**src/rtl/counter_tank.sv**
```systemverilog
// Memory Tank position counter: advances on each half minor cycle and serialises
// the current position LSB-first into the address window for the coincidence unit.
module counter_tank #(
  parameter int WIDTH     = 5,
  parameter int POSITIONS = 32
) (
  input  logic             clk,
  input  logic             rst_n,
  input  logic             d0,
  input  logic             d18,
  input  logic             d2,
  input  logic             d20,
  output logic             cntr,
  output logic             cntr_window,
  output logic [WIDTH-1:0] position,
  output logic             major,
  output logic             seq_err
);

  localparam int CW = $clog2(WIDTH + 1);
  localparam logic [WIDTH-1:0] LAST_POS = WIDTH'(POSITIONS - 1);
  localparam logic [CW-1:0]    LAST_BIT = CW'(WIDTH - 1);

  typedef enum logic {IDLE, SHIFT} state_t;

  state_t           state_q, state_d;
  logic [WIDTH-1:0] position_q, position_d;
  logic [WIDTH-1:0] sreg_q, sreg_d;
  logic [CW-1:0]    bitcnt_q, bitcnt_d;
  logic             major_q, major_d;
  logic             seq_err_q, seq_err_d;

  logic             adv;
  logic             win;
  logic [WIDTH-1:0] pos_inc;

  assign adv     = d0 | d18;
  assign win     = d2 | d20;
  assign pos_inc = (position_q == LAST_POS) ? '0 : position_q + 1'b1;

  always_comb begin
    state_d     = state_q;
    position_d  = position_q;
    sreg_d      = sreg_q;
    bitcnt_d    = bitcnt_q;
    major_d     = 1'b0;
    seq_err_d   = seq_err_q;
    cntr_window = 1'b0;

    // An advance never shares its cycle with a window bit, so it gates the IDLE window.
    if (state_q == SHIFT) cntr_window = 1'b1;
    else                  cntr_window = win & ~adv;

    if (adv) begin
      position_d = pos_inc;
      sreg_d     = pos_inc;
      bitcnt_d   = '0;
      state_d    = IDLE;
      major_d    = (pos_inc == '0);
      if (state_q == SHIFT || win) seq_err_d = 1'b1;
    end else if (state_q == IDLE) begin
      if (win) begin
        sreg_d   = sreg_q >> 1;
        bitcnt_d = CW'(1);
        if (WIDTH > 1) state_d = SHIFT;
      end
    end else begin
      sreg_d   = sreg_q >> 1;
      bitcnt_d = bitcnt_q + 1'b1;
      if (bitcnt_q == LAST_BIT) state_d = IDLE;
    end
  end

  always_ff @(posedge clk) begin
    if (!rst_n) begin
      state_q    <= IDLE;
      position_q <= LAST_POS;
      sreg_q     <= '0;
      bitcnt_q   <= '0;
      major_q    <= 1'b0;
      seq_err_q  <= 1'b0;
    end else begin
      state_q    <= state_d;
      position_q <= position_d;
      sreg_q     <= sreg_d;
      bitcnt_q   <= bitcnt_d;
      major_q    <= major_d;
      seq_err_q  <= seq_err_d;
    end
  end

  assign cntr     = cntr_window & sreg_q[0];
  assign position = position_q;
  assign major    = major_q;
  assign seq_err  = seq_err_q;

endmodule

```
**config.mk**
```make
export PLATFORM = sky130hd
export DESIGN_NAME = counter_tank
export DESIGN_NICKNAME = d
export VERILOG_FILES = /design/src/rtl/counter_tank.sv
export SDC_FILE = /design/constraint.sdc
export NUM_CORES = 1
export LEC_CHECK = 0
export ABC_AREA = 0
export CAP_MARGIN = 20
export CORE_MARGIN = 5
export CORE_UTILIZATION = 40
export DETAILED_ROUTE_END_ITERATION = 8
export DONT_BUFFER_PORTS = 1
export PLACE_DENSITY = 0.65
export SLEW_MARGIN = 15
export SYNTH_ARGS = -nofsm -noshare
export SYNTH_HDL_FRONTEND = slang
export SYNTH_SLANG_ARGS = --single-unit
```
**constraint.sdc**
```tcl
create_clock -name clk -period 4.2 [get_ports clk]
set_input_delay 0.84 -clock clk [delete_from_list [all_inputs] [get_ports clk]]
set_output_delay 0.84 -clock clk [all_outputs]
set_load 0.005 [all_outputs]
```
==> results.json <==
{
  "cts_resized": 0,
  "skew_ns": 0.00307,
  "netlist_instances": 84,
  "clockBufferDepth": 2,
  "setup_violations": 0,
  "cp_max_fo": 11,
  "cts_tree": "built",
  "antenna_found_initial": 0,
  "setup-tns-final_ns": 0,
  "finalCritPeriodShare_pct": 61.5,
  "vias_per_cell": 5.18,
  "crit_end": "cntr",
  "power_density_nw_per_um2": 456,
  "antenna_cells": 0,
  "num_rows": 15,
  "grt_pass1_wl_mm": 2.17,
  "critPathArrivalTime_ns": 1.74,
  "drv_cap": 0,
  "hpwl_mm": 1.03,
  "rsz0062_at_grt": "no",
  "cp-startpoint": "d18",
  "start_util_pct": 42.3,
  "syn_nets": 95,
  "yosys-top-cells-area": "dfxtp_1 44%, ha_1 8.6%, nor2_1 7.2%, nand2_1 6.2%, a311oi_1 4.8%",
  "period_needed_ns": 2.58,
  "r2r_end": "position[3]$_SDFFE_PN1N_",
  "coreArea_um2": 1730,
  "io_pins": 15,
  "worstMarginPinSlew_ns": 0.655,
  "totalPowerFinal_mw": 0.355,
  "clk_latency_ns": 0.28,
  "synth.cells.most_frequent": "16 x dfxtp_1, 14 x nor2_1, 12 x nand2_1",
  "grt_usage_pct": 10.9,
  "clk_pin_slew_ns": 0.09,
  "outcome": "finished, final reports clean",
  "hold_path.class": "register to register",
  "drtIter0Drc": 6,
  "final_hold_viol_count": 0,
  "numClockSinks": 16,
  "synth-edff-count": 0,
  "dr_wl_met2_um": 622,
  "hold_buffers": 0,
  "clock.fmax_mhz": 387,
  "syn_to_final_growth_pct": 6.51,
  "critical_path_class": "primary input to output pin",
  "place.gp.congestion": 0.788,
  "finalWirelength_mm": 1.35,
  "synth_seq_cells": 16,
  "ys_warn_count": 0,
  "reg2reg_setup_slack_ns": 2.59,
  "route.detailed.drc": 0,
  "met1_length_um": 634,
  "worst_r2r_path_depth": 6,
  "ctsHtreeMaxLevel": 1,
  "cts_buffers": 3,
  "p_leak_nw": 0.303,
  "holdWs_ns": 0.479,
  "ys_seq_area_share_pct": 43.8,
  "die_w_um": 52.7,
  "post-cts-setup-buffer-count": 0,
  "topRoutingLayerUsed": "met4",
  "synth_top_area_share_pct": 43.8,
  "critPathRequiredTime_ns": 3.36,
  "cpMaxStageDelayCell": "nor2_1",
  "avgRoutedWirePerCell_um": 12.3,
  "synth_top_area_cell": "dfxtp_1",
  "cp-start-kind": "primary input",
  "grt_max_degree": 12,
  "vias": 570,
  "cp_cell_sequence": "nor2_1, nor2_1, nor3b_1",
  "numPortBuffers": 0,
  "dr_wl_met3_um": 83,
  "async_flop_share_pct": 0,
  "endpoint_kind": "output pin",
  "grt_overflow": 0,
  "post-synth-top-count-cell": "dfxtp_1",
  "slew_violations": 0,
  "synth_flop_cell": "dfxtp_1",
  "avgSynthCellArea_um2": 8.70,
  "synth.distinct_cells": 26,
  "crit_path_max_incr_delay_ns": 0.50,
  "fin_util_pct": 45.1,
  "drive_above_1_share_pct": 5.88,
  "cpMostUsedCell": "nor2_1",
  "ir_worst_vdd_mv": 0.153,
  "r2r-start": "position[0]$_SDFFE_PN1N_",
  "syn-cell-area_um2": 731,
  "slew_headroom_pct": 56.2,
  "die_area_um2": 2780,
  "dr.pass1.iters": 3,
  "cts-root-buf": "clkbuf_4",
  "die_h_um": 52.7,
  "ant_nets": 0,
  "layout.nets": 97,
  "grt_pass1_vias": 503
}
## cell type report
class,instances,area [µm²]
clock buffer,4,36.3
tap,25,31.3
inverter,3,11.3
fill,194,948
sequential,16,320
multi-input combinational,62,379
## kinds of logic (layout without fill, tap and decap cells)
family | Yosys count | after routing | synth area share, %
simple gates | 37 | 37 | 24.1
flops | 16 | 16 | 43.8
buf+inv | 6 | 7 | 4.28
fa+ha+maj | 5 | 5 | 8.56
xor+xnor | 1 | 1 | 1.20
compound gates | 17 | 17 | 15.2
mux | 2 | 2 | 2.74
## metrics by stage
step / cell area, µm² / worst slack [ns] / std cells
final: 778 / 1.62 / 110
after global routing: 778 / 1.55 / 110
after global placement: 742 / 1.61 / 106
after CTS: 778 / 1.59 / 110
after floorplan: 731 / 1.95 / 84
after detailed placement: 742 / 1.60 / 106
## power by group
part | switching, mW | internal, mW | leakage [nW]
combinational | 0.0351 | 0.0303 | 0.150
sequential | 0.0189 | 0.171 | 0.132
clock | 0.0471 | 0.0527 | 0.0210
## worst min path at each step
| stage | cells past startpoint | from | slack, ns | endpoint |
|---|---|---|---|---|
| floorplan | 1 | bitcnt_q[2]$_SDFFE_PP0N_ | 0.43 | state_q$_SDFF_PP0_ |
| global placement | 1 | bitcnt_q[2]$_SDFFE_PP0N_ | 0.45 | state_q$_SDFF_PP0_ |
| detailed placement | 1 | bitcnt_q[2]$_SDFFE_PP0N_ | 0.46 | state_q$_SDFF_PP0_ |
| CTS | 1 | bitcnt_q[2]$_SDFFE_PP0N_ | 0.48 | state_q$_SDFF_PP0_ |
| global route | 2 | sreg_q[2]$_SDFFE_PN0P_ | 0.50 | sreg_q[2]$_SDFFE_PN0P_ |
| finish | 2 | sreg_q[4]$_SDFFE_PN0P_ | 0.48 | sreg_q[4]$_SDFFE_PN0P_ |
## per-layer routing
metal | GRT usage [%] | vias to the layer above
li1 | - | 295
met1 | 13.3 | 263
met2 | 16.1 | 10
met3 | 3.99 | 2
met4 | 6.38 | 0
met5 | 0 | -
## flip-flops by register name, summed over array words and instances (netlist names)
| signal | count |
|---|---|
| bitcnt_q | 3 |
| state_q | 1 |
| position | 5 |
| sreg_q | 5 |
| major | 1 |
| seq_err | 1 |
## cells in the final DEF, fill, tap and decap left out, drive strengths merged, types with 3 or more instances in the layout
| cell | Yosys | final |
|---|---|---|
| dfxtp | 16 | 16 |
| clkbuf | 1 | 4 |
| ha | 5 | 5 |
| nand2 | 12 | 12 |
| a311oi | 4 | 4 |
| nor2 | 14 | 14 |
| a21oi | 4 | 4 |
| o21ai | 4 | 4 |
| inv | 3 | 3 |
## critical path, delay by kind of cell
| family | cells | cell delay [ns] |
|---|---|---|
| and+or+nand+nor | 3 | 0.90 |
No activity file was read; power rests on OpenSTA's default activity.
